$ cat src/rtl/hilo_ctrl_if.sv
// Handshake and data bundle between the pipeline, the HI/LO controller and the multiply-divide unit.
// The slave modport is the controller's view; the master modport drives the pipeline and unit side.
interface hilo_ctrl_if;
    logic        op_valid;
    logic [2:0]  op;
    logic [31:0] rs_val;
    logic [31:0] rt_val;
    logic        stall;
    logic [31:0] rdata;
    logic        rdata_valid;
    logic        md_m;
    logic        md_d;
    logic [1:0]  md_op;
    logic [31:0] md_a;
    logic [31:0] md_b;
    logic [31:0] md_hi;
    logic [31:0] md_lo;
    logic        md_hiw;
    logic        md_low;
    logic        md_idle;
    logic [31:0] hi_q;
    logic [31:0] lo_q;
    logic        err;

    modport slave (
        input  op_valid, op, rs_val, rt_val, md_hi, md_lo, md_hiw, md_low, md_idle,
        output stall, rdata, rdata_valid, md_m, md_d, md_op, md_a, md_b, hi_q, lo_q, err
    );

    modport master (
        output op_valid, op, rs_val, rt_val, md_hi, md_lo, md_hiw, md_low, md_idle,
        input  stall, rdata, rdata_valid, md_m, md_d, md_op, md_a, md_b, hi_q, lo_q, err
    );
endinterface

$ cat src/rtl/hilo_ctrl.sv
// HI/LO register controller: mt*/mf* complete in one cycle (mf* data one cycle later); mult/div go through
// ISSUE/WAIT to the multiply-divide unit. Any instruction presented outside IDLE is stalled with no side effects.
module hilo_ctrl #(
    parameter int TIMEOUT = 32
) (
    input  logic         clk,
    input  logic         reset,
    hilo_ctrl_if.slave   hl
);
    typedef enum logic [1:0] {S_IDLE, S_ISSUE, S_WAIT, S_ERR} state_t;

    localparam logic [7:0] LP_LAST_WAIT = 8'(TIMEOUT - 1);

    state_t      r_state;
    logic [7:0]  r_cnt;
    logic [31:0] r_hi;
    logic [31:0] r_lo;
    logic [31:0] r_rdata;
    logic        r_rdata_vld;
    logic [31:0] r_md_a;
    logic [31:0] r_md_b;
    logic [1:0]  r_md_op;
    logic        r_err;
    logic        w_issue_go;

    // Start pulse lives in the single ISSUE cycle where the unit reports idle.
    assign w_issue_go     = (r_state == S_ISSUE) && hl.md_idle;
    assign hl.md_m        = w_issue_go && !r_md_op[1];
    assign hl.md_d        = w_issue_go &&  r_md_op[1];
    assign hl.stall       = hl.op_valid && (r_state != S_IDLE);
    assign hl.rdata       = r_rdata;
    assign hl.rdata_valid = r_rdata_vld;
    assign hl.md_op       = r_md_op;
    assign hl.md_a        = r_md_a;
    assign hl.md_b        = r_md_b;
    assign hl.hi_q        = r_hi;
    assign hl.lo_q        = r_lo;
    assign hl.err         = r_err;

    always_ff @(posedge clk or negedge reset) begin
        if (!reset) begin
            r_state     <= S_IDLE;
            r_cnt       <= 8'd0;
            r_hi        <= 32'd0;
            r_lo        <= 32'd0;
            r_rdata     <= 32'd0;
            r_rdata_vld <= 1'b0;
            r_md_a      <= 32'd0;
            r_md_b      <= 32'd0;
            r_md_op     <= 2'b00;
            r_err       <= 1'b0;
        end else begin
            r_rdata_vld <= 1'b0;
            case (r_state)
                S_IDLE: begin
                    if (hl.op_valid) begin
                        if (!hl.op[2]) begin
                            r_md_a  <= hl.rs_val;
                            r_md_b  <= hl.rt_val;
                            r_md_op <= hl.op[1:0];
                            r_state <= S_ISSUE;
                        end else begin
                            case (hl.op[1:0])
                                2'b00:   r_hi <= hl.rs_val;
                                2'b01:   r_lo <= hl.rs_val;
                                2'b10: begin
                                    r_rdata     <= r_hi;
                                    r_rdata_vld <= 1'b1;
                                end
                                default: begin
                                    r_rdata     <= r_lo;
                                    r_rdata_vld <= 1'b1;
                                end
                            endcase
                        end
                    end
                end
                S_ISSUE: begin
                    if (hl.md_idle) begin
                        r_cnt   <= 8'd0;
                        r_state <= S_WAIT;
                    end
                end
                S_WAIT: begin
                    if (hl.md_hiw) r_hi <= hl.md_hi;
                    if (hl.md_low) r_lo <= hl.md_lo;
                    // Completion wins over timeout when both land on the last counted cycle.
                    if (hl.md_hiw && hl.md_low) begin
                        r_state <= S_IDLE;
                    end else if (r_cnt == LP_LAST_WAIT) begin
                        r_state <= S_ERR;
                        r_err   <= 1'b1;
                    end else begin
                        r_cnt <= r_cnt + 8'd1;
                    end
                end
                default: begin
                    r_err <= 1'b1;
                end
            endcase
        end
    end
endmodule

$ cat src/flat_wrapper.sv
// flat-port wrapper written by rule: the top's interface ports become plain ports
module hilo_ctrl_flat 
#(
    parameter int TIMEOUT = 32
)
  (clk, reset, hl_op_valid, hl_op, hl_rs_val, hl_rt_val, hl_md_hi, hl_md_lo, hl_md_hiw, hl_md_low, hl_md_idle, hl_stall, hl_rdata, hl_rdata_valid, hl_md_m, hl_md_d, hl_md_op, hl_md_a, hl_md_b, hl_hi_q, hl_lo_q, hl_err);
  hilo_ctrl_if hl_i ();
  input  logic clk;
  input  logic reset;
  input wire logic [$bits(hl_i.op_valid)-1:0] hl_op_valid;
  input wire logic [$bits(hl_i.op)-1:0] hl_op;
  input wire logic [$bits(hl_i.rs_val)-1:0] hl_rs_val;
  input wire logic [$bits(hl_i.rt_val)-1:0] hl_rt_val;
  input wire logic [$bits(hl_i.md_hi)-1:0] hl_md_hi;
  input wire logic [$bits(hl_i.md_lo)-1:0] hl_md_lo;
  input wire logic [$bits(hl_i.md_hiw)-1:0] hl_md_hiw;
  input wire logic [$bits(hl_i.md_low)-1:0] hl_md_low;
  input wire logic [$bits(hl_i.md_idle)-1:0] hl_md_idle;
  output wire logic [$bits(hl_i.stall)-1:0] hl_stall;
  output wire logic [$bits(hl_i.rdata)-1:0] hl_rdata;
  output wire logic [$bits(hl_i.rdata_valid)-1:0] hl_rdata_valid;
  output wire logic [$bits(hl_i.md_m)-1:0] hl_md_m;
  output wire logic [$bits(hl_i.md_d)-1:0] hl_md_d;
  output wire logic [$bits(hl_i.md_op)-1:0] hl_md_op;
  output wire logic [$bits(hl_i.md_a)-1:0] hl_md_a;
  output wire logic [$bits(hl_i.md_b)-1:0] hl_md_b;
  output wire logic [$bits(hl_i.hi_q)-1:0] hl_hi_q;
  output wire logic [$bits(hl_i.lo_q)-1:0] hl_lo_q;
  output wire logic [$bits(hl_i.err)-1:0] hl_err;
  assign hl_i.op_valid = hl_op_valid;
  assign hl_i.op = hl_op;
  assign hl_i.rs_val = hl_rs_val;
  assign hl_i.rt_val = hl_rt_val;
  assign hl_i.md_hi = hl_md_hi;
  assign hl_i.md_lo = hl_md_lo;
  assign hl_i.md_hiw = hl_md_hiw;
  assign hl_i.md_low = hl_md_low;
  assign hl_i.md_idle = hl_md_idle;
  assign hl_stall = hl_i.stall;
  assign hl_rdata = hl_i.rdata;
  assign hl_rdata_valid = hl_i.rdata_valid;
  assign hl_md_m = hl_i.md_m;
  assign hl_md_d = hl_i.md_d;
  assign hl_md_op = hl_i.md_op;
  assign hl_md_a = hl_i.md_a;
  assign hl_md_b = hl_i.md_b;
  assign hl_hi_q = hl_i.hi_q;
  assign hl_lo_q = hl_i.lo_q;
  assign hl_err = hl_i.err;
  hilo_ctrl #(.TIMEOUT(TIMEOUT)) u_core (.clk(clk), .reset(reset), .hl(hl_i));
endmodule
$ cat config.mk
export PLATFORM = sky130hd
export DESIGN_NAME = hilo_ctrl_flat
export DESIGN_NICKNAME = d
export VERILOG_FILES = /design/src/rtl/hilo_ctrl_if.sv /design/src/rtl/hilo_ctrl.sv /design/src/flat_wrapper.sv
export SDC_FILE = /design/constraint.sdc
export NUM_CORES = 1
export LEC_CHECK = 0
export BUFFER_PORTS_ARGS = -buffer_cell sky130_fd_sc_hd__buf_4
export CAP_MARGIN = 15
export CORE_UTILIZATION = 28
export CTS_CLUSTER_DIAMETER = 100
export CTS_CLUSTER_SIZE = 40
export DETAILED_ROUTE_END_ITERATION = 6
export RECOVER_POWER = 25
export SLEW_MARGIN = 20
export SYNTH_ARGS = -nofsm -noshare
export SYNTH_HDL_FRONTEND = slang
export SYNTH_SLANG_ARGS = --single-unit
$ cat constraint.sdc
create_clock -name clk -period 1.8 [get_ports clk]
set_input_delay 0.36 -clock clk [delete_from_list [all_inputs] [get_ports clk]]
set_output_delay 0.36 -clock clk [all_outputs]
set_load 0.01 [all_outputs]
==> results of run 1 <==
-- worst max path at each step --
stage	start	end	slack (ps)	cells after the start
final	u_core.r_state[0]$_DFFE_PN0P_	u_core.hl.lo_q[8]$_DFFE_PN0P_	-30	8
after floorplan	u_core.r_state[0]$_DFFE_PN0P_	u_core.hl.lo_q[0]$_DFFE_PN0P_	30	7
after global placement	u_core.r_state[0]$_DFFE_PN0P_	u_core.hl.lo_q[13]$_DFFE_PN0P_	20	7
after detailed placement	u_core.r_state[0]$_DFFE_PN0P_	u_core.hl.hi_q[23]$_DFFE_PN0P_	-30	7
after CTS	u_core.r_state[0]$_DFFE_PN0P_	u_core.hl.hi_q[23]$_DFFE_PN0P_	-30	7
after global routing	u_core.r_state[0]$_DFFE_PN0P_	u_core.hl.hi_q[23]$_DFFE_PN0P_	-110	10
-- through the flow --
| stage | power [mW] | cells | setup TNS (ps) | util [%] | hold WS (ps) |
|---|---|---|---|---|---|
| 2_1_floorplan | 11.0 | 688 | 0 | - | 64.4 |
| 3_3_place_gp | 15.6 | 1362 | 0 | 40.0 | 262 |
| 3_5_place_dp | 15.8 | 1362 | -373 | 40.0 | 262 |
| 4_1_cts | 19.7 | 1392 | -358 | 42.3 | 147 |
| 5_1_grt | 21.1 | 1400 | -4890 | 43.3 | 141 |
| 6_report | 19.9 | 1400 | -492 | 43.3 | 167 |
-- metal layers --
layer	track usage, %	part of all wire (%)
met1	22.9	43
met2	29.5	49
met3	4.21	6.2
met4	4.27	1.2
met5	0	0
-- cells in the mapped netlist, drive strengths merged, types with 3 or more instances --
cell | number | area share [%]
nand2 | 170 | 8.2
o22ai | 32 | 2.6
nand3 | 7 | 0.45
nand2b | 6 | 0.51
and3 | 3 | 0.24
a41oi | 32 | 3.6
mux2 | 99 | 16
ha | 5 | 0.80
dfrtp | 174 | 56
inv | 6 | 0.29
o21ai | 35 | 2.3
a21oi | 32 | 2.1
nor2 | 3 | 0.24
buf | 33 | 2.6
clkbuf | 18 | 0.87
-- placed cells by master (no fill, tap or decap), types with 3 or more instances in the layout --
master	netlist	routed
sky130_fd_sc_hd__buf_4	4	331
sky130_fd_sc_hd__dfrtp_1	174	174
sky130_fd_sc_hd__nand2_1	170	169
sky130_fd_sc_hd__mux2_2	69	67
sky130_fd_sc_hd__mux2_4	30	32
sky130_fd_sc_hd__o22ai_1	32	32
sky130_fd_sc_hd__o21ai_0	28	28
sky130_fd_sc_hd__a41oi_1	32	27
sky130_fd_sc_hd__a21oi_1	32	26
sky130_fd_sc_hd__clkbuf_16	0	21
sky130_fd_sc_hd__buf_12	0	15
sky130_fd_sc_hd__a21oi_2	0	6
sky130_fd_sc_hd__nand3_1	7	6
sky130_fd_sc_hd__o21ai_1	6	6
sky130_fd_sc_hd__nand2b_1	5	5
sky130_fd_sc_hd__a41oi_2	0	5
sky130_fd_sc_hd__buf_6	4	5
sky130_fd_sc_hd__clkinvlp_4	0	4
sky130_fd_sc_hd__clkbuf_2	0	4
sky130_fd_sc_hd__inv_1	5	3
sky130_fd_sc_hd__ha_4	0	3
sky130_fd_sc_hd__bufinv_16	0	3
sky130_fd_sc_hd__inv_6	0	3
-- state kept, by name (all words and copies together) (netlist names) --
signal	flops
u_core.hl.hi_q	32
u_core.hl.rdata_valid	1
u_core.hl.lo_q	32
u_core.hl.md_a	32
u_core.hl.rdata	32
u_core.r_cnt	8
u_core.hl.err	1
u_core.hl.md_b	32
u_core.r_state	2
u_core.hl.md_op	2
-- logic make-up (layout without fill, tap and decap cells) --
| kind of cell | Yosys count | in the layout | share of synthesized area, % |
|---|---|---|---|
| compound gates | 147 | 147 | 12.6 |
| fa+ha+maj | 5 | 5 | 0.803 |
| buf+inv | 57 | 397 | 3.72 |
| flops | 174 | 174 | 55.9 |
| mux | 101 | 101 | 16.0 |
| simple gates | 204 | 204 | 11.0 |
-- where the power goes --
part / switching [mW] / total, mW / internal (mW)
clock: 1.62 / 3.84 / 2.22
combinational: 4.06 / 9.05 / 4.99
sequential: 1.28 / 7.00 / 5.72
total: 6.96 / 19.9 / 12.9
-- cell type report --
type                       count  area share (%)
timing repair buffer         361            25.4
inverter                       6           0.213
clock buffer                  18            3.74
sequential                   174            37.1
multi-input combinational    457            28.2
tap                          372            3.97
clock inverter                12            1.37
-- critical path: stages, from the launching register on --
cell and delay (ps):
sky130_fd_sc_hd__dfrtp_1 390, sky130_fd_sc_hd__inv_2 90, sky130_fd_sc_hd__buf_6 110, sky130_fd_sc_hd__ha_4 180, sky130_fd_sc_hd__nand2b_4 80, sky130_fd_sc_hd__o21ai_4 80
sky130_fd_sc_hd__o211a_4 280, sky130_fd_sc_hd__buf_12 180, sky130_fd_sc_hd__mux2_4 310
-- what timing repair did --
item	CTS	global route
hold endpoints to repair	20	0
pin swaps	1	9
hold buffers	1	0
resized for setup	4	31
endpoints found under the setup margin	49	70
buffers inserted	0	4
cloned	0	4
==> reports/results.txt, run 1 <==
kind of launch point of the worst setup path: flip-flop
post-synthesis instance area: 7790 um2
iteration-0 DRC count of the detailed router: 429
total half-perimeter wirelength after legalization and detailed placement: 18.3 mm
Synthesized Nets: 830
number of synthesized flops with an enable pin: 0
number of clock buffers inserted by TritonCTS: 17
sinks on the clock net: 174
DRC: 0
worst setup slack for register-to-register paths: -30 ps
shortest clock period the worst path allows after layout: 1830 ps
crit end category: flip-flop
number of flip-flops and latches in the synthesized netlist: 174
path depth of the worst reg2reg path: 8
Max H-tree Level: 4
master cell of the clock root buffer: sky130_fd_sc_hd__clkbuf_16
core region area: 27100 um2
P_leak: 5.51 nW
Die Y: 169 um
Fin. Hold Viols: 0
Final Max Slew Viols: 0
number of violations of the max-capacitance limit: 0
largest net degree at the start of global routing: 47
floorplan die area: 28500 um2
clk_lat worst skew: 420 ps
Reg-to-Reg Start: u_core.r_state[0]$_DFFE_PN0P_
total gr overflow: 0
required time worst endpoint: 2100 ps
Peak VDD IR: 0.624 mV
run status: complete, but fails checks
clock tree skew after final layout: 9.59 ps
total track usage: 17.6%
DP Worst Slack: -27.8 ps
wire length after detailed routing: 26.0 mm
fmax: 546 MHz
DR vias: 6581
number of detailed-route iterations in the first pass: 4
slew at the pin closest to its max-slew limit: 804 ps
cell area after placement: 10800 um2
RSZ-0062 raised after global routing: true
global-route wire length before repair: 38.3 mm
average cell area after synthesis: 11.3 um2
path category of the worst min-delay check: in2reg
CTS tree: yes
maximum net fanout on the critical path: 11
Yosys warning count: 0
worst slew slack as a fraction of its limit: 46.4%
wire per inst: 18.6 um
fraction of layout cells with a size suffix above 1: 50.3%
final net count: 1159
data arrival time at the worst-slack endpoint: 2130 ps
routability congestion estimate from global placement: 0.775
count of mapped cells out of synthesis: 688
DRT antenna net count: 0
setup ws final: -30.4 ps
initial core utilization: 28.8%
clock slew at reported path FFs: 70 ps
Hold Path Origin: hl_rt_val[4]
endpoint of the lowest-slack register-to-register path: u_core.hl.lo_q[8]$_DFFE_PN0P_
Crit Path Class: reg2reg
violated checks: negative setup slack
area grow syn2layout: 50.4%
footprint of the multi-input gates: 3310 um2
power density cells: 1700 nW/um2
storage element area: 4350 um2
final setup fails: 37
ys flop type: sky130_fd_sc_hd__dfrtp_1
number of fill cells in the layout: 2630
number of cell rows: 60
Worst Hold Endpoint: u_core.hl.md_b[4]$_DFFE_PN0P_
clock buffer depth: 2
Die Wd: 169 um
hold path cells: 2
diode insertion count for antenna repair: 0
via-per-instance ratio: 4.70
final cycle utilization of the critical path: 102%
initial antenna violation count: 0
unique cell type count in the Yosys netlist: 46
ys async rst share: 100%
via count of the first global-routing pass: 6573
top-level I/O count: 304
PortBufs: 303
proportion of synthesized chip area in sequential cells: 55.9%
post-route cell area: 11700 um2
No activity file was read; power rests on OpenSTA's default activity.
==> run 2, diff against run 1 <==
--- a/config.mk
+++ b/config.mk
@@ -12,6 +12,7 @@
 export CTS_CLUSTER_SIZE = 40
 export DETAILED_ROUTE_END_ITERATION = 6
 export RECOVER_POWER = 25
+export SETUP_SLACK_MARGIN = 0.4
 export SLEW_MARGIN = 20
 export SYNTH_ARGS = -nofsm -noshare
 export SYNTH_HDL_FRONTEND = slang
==> reports/results.txt, run 2 (synthesized netlist as in run 1, its figures left out) <==
final cycle utilization of the critical path: 104% (+2.5 points)
slew at the pin closest to its max-slew limit: 852 ps (+48.3 ps)
area grow syn2layout: 85.5%
routability congestion estimate from global placement: 0.797 (+2.9%)
Post-Route Hold Slack: 154 ps (-13.0 ps)
number of detailed-route iterations in the first pass: 5 (+1)
initial core utilization: 28.8% (unchanged)
total half-perimeter wirelength after legalization and detailed placement: 18.8 mm (+2.4%)
post-route cell area: 14500 um2 (+23%)
fmax: 533 MHz (-2.4%)
Worst Hold Endpoint: u_core.hl.md_b[10]$_DFFE_PN0P_
clock slew at reported path FFs: 80 ps (about the same)
DRC: 0 (unchanged)
met3 WL: 1.45 mm (-9.9%)
violated checks: negative setup slack
final setup fails: 113 (+210%)
Crit Path Class: reg2reg
setup ws final: -76.0 ps (-45.6 ps)
cell count after placement: 1350 (-0.88%)
floorplan die area: 28500 um2 (unchanged)
Peak VDD IR: 0.697 mV (+12%)
required time worst endpoint: 2120 ps (+20 ps)
via count of the first global-routing pass: 7359 (+12%)
commonest cells after routing, fill and taps aside: 343 x sky130_fd_sc_hd__buf_4, 163 x sky130_fd_sc_hd__dfrtp_1, 143 x sky130_fd_sc_hd__nand2_1
sw power: 8.99 mW (+29%)
CTS tree: yes
final net count: 1253 (+8.1%)
Max H-tree Level: 4 (unchanged)
number of violations of the max-capacitance limit: 0 (unchanged)
kind of launch point of the worst setup path: flip-flop
Die Wd: 169 um (unchanged)
routed metal-1 wirelength: 14.7 mm (+31%)
via-per-instance ratio: 4.95 (+5.3%)
RSZ-0062 raised after global routing: true
clock buffer depth: 2 (unchanged)
share of the core filled with cells: 53.4% (+10 points)
Die Y: 169 um (unchanged)
total gr overflow: 0 (unchanged)
iteration-0 DRC count of the detailed router: 523 (+22%)
master cell of the clock root buffer: sky130_fd_sc_hd__clkbuf_16
DRT antenna net count: 0 (unchanged)
fraction of layout cells with a size suffix above 1: 66.1% (+16 points)
Fin. Hold Viols: 0 (unchanged)
worst setup slack for register-to-register paths: -80 ps (-50 ps)
leading cell type in the layout, fill and taps excluded: sky130_fd_sc_hd__buf_4
number of non-filler instances in the completed layout: 1496 (+6.9%)
Hold Path Origin: hl_rt_val[10]
wire per inst: 22.5 um (+21%)
hold path cells: 2 (unchanged)
part of the total power dissipated in the clock network: 16.7% (-2.6 points)
wire length after detailed routing: 33.7 mm (+30%)
cell internal power dissipation: 15.4 mW (+19%)
power density cells: 1690 nW/um2 (-0.50%)
share of power burned in combinational logic: 53.5% (+8.0 points)
worst slew slack as a fraction of its limit: 43.2% (-3.2 points)
Reg-to-Reg Start: u_core.r_state[0]$_DFFE_PN0P_
switching share of total power: 36.8% (+1.8 points)
total power draw: 24.4 mW (+23%)
P_leak: 6.83 nW (+24%)
clk_lat worst skew: 430 ps (about the same)
largest net degree at the start of global routing: 52 (+11%)
data arrival time at the worst-slack endpoint: 2190 ps (+60 ps)
Top Metal Used: met4
clock tree skew after final layout: 10.3 ps (+0.739 ps)
core region area: 27100 um2 (unchanged)
PortBufs: 303 (unchanged)
number of cell rows: 60 (unchanged)
maximum net fanout on the critical path: 14 (+3)
global-route wire length before repair: 47.0 mm (+23%)
routed wl met2: 16.9 mm (+32%)
sinks on the clock net: 174 (unchanged)
diode insertion count for antenna repair: 0 (unchanged)
run status: complete, but fails checks
cell area after placement: 11200 um2 (+3.5%)
top-level I/O count: 304 (unchanged)
relative contribution of sequential cells to total power: 29.8% (-5.4 points)
initial antenna violation count: 0 (unchanged)
number of clock buffers inserted by TritonCTS: 17 (unchanged)
shortest clock period the worst path allows after layout: 1880 ps (+45.6 ps)
path depth of the worst reg2reg path: 8 (unchanged)
DR vias: 7407 (+13%)
total track usage: 22.3% (+4.6 points)
crit end category: flip-flop
Final Max Slew Viols: 0 (unchanged)
endpoint of the lowest-slack register-to-register path: u_core.hl.lo_q[10]$_DFFE_PN0P_
path category of the worst min-delay check: in2reg
## run 2: area by class of cell
type / count / area [um2]
Timing Repair Buffer: 454 / 4550
Inverter: 6 / 42.5
Clock inverter: 15 / 214
Fill cell: 2289 / 12600
Multi-Input combinational cell: 458 / 4400
Tap cell: 372 / 465
Sequential cell: 174 / 4370
Clock buffer: 17 / 425
## run 2: worst max-delay path: stages (launching register included)
cell,delay [ps]
sky130_fd_sc_hd__dfrtp_1,390
sky130_fd_sc_hd__buf_6,130
sky130_fd_sc_hd__inv_6,60
sky130_fd_sc_hd__ha_4,170
sky130_fd_sc_hd__buf_12,130
sky130_fd_sc_hd__clkinv_8,70
sky130_fd_sc_hd__o211a_4,320
sky130_fd_sc_hd__buf_12,180
sky130_fd_sc_hd__mux2_4,300
## run 2: through the flow
stage / setup TNS [ps] / setup slack, ps
after floorplan: 0 / 128
after global placement: 0 / 3.44
after detailed placement: -258 / -37.3
after CTS: -2750 / -86.6
after global routing: -12110 / -145
final: -3690 / -76.0
## run 2: power by group through the flow
| stage | Combinational, mW | Clock, mW | Sequential [mW] |
|---|---|---|---|
| detailed placement | 9.40 | 0 | 7.16 |
| CTS | 11.1 | 4.12 | 7.15 |
| floorplan | 4.28 | 0 | 7.73 |
| finish | 13.1 | 4.08 | 7.27 |
| global placement | 9.26 | 0 | 7.13 |
| global route | 13.8 | 4.31 | 7.47 |
## run 2: how the worst max path moves through the flow
stage / slack [ps] / end / startpoint
floorplan: 130 / u_core.hl.lo_q[0]$_DFFE_PN0P_ / u_core.r_state[1]$_DFFE_PN0P_
global placement: 3 / u_core.hl.lo_q[28]$_DFFE_PN0P_ / u_core.r_state[1]$_DFFE_PN0P_
detailed placement: -40 / u_core.hl.lo_q[29]$_DFFE_PN0P_ / u_core.r_state[1]$_DFFE_PN0P_
CTS: -90 / u_core.hl.lo_q[12]$_DFFE_PN0P_ / u_core.r_state[0]$_DFFE_PN0P_
global route: -140 / hl_md_d / u_core.r_state[0]$_DFFE_PN0P_
finish: -80 / u_core.hl.lo_q[10]$_DFFE_PN0P_ / u_core.r_state[0]$_DFFE_PN0P_
## run 2: metal layers
metal | track usage (%) | up-vias
met5 | 0 | -
li1 | - | 3320
met3 | 3.69 | 47
met2 | 37.2 | 253
met4 | 7.00 | 0
met1 | 29.4 | 3787
## run 2: what timing repair did
item                                   4_1_cts  5_1_grt
gates cloned                                22        8
setup buffers                               32       51
pin swaps                                   23       61
endpoints found under the hold margin       23        0
setup endpoints to repair                  179      213
resized for setup                           96      184
hold buffers                                 1        0
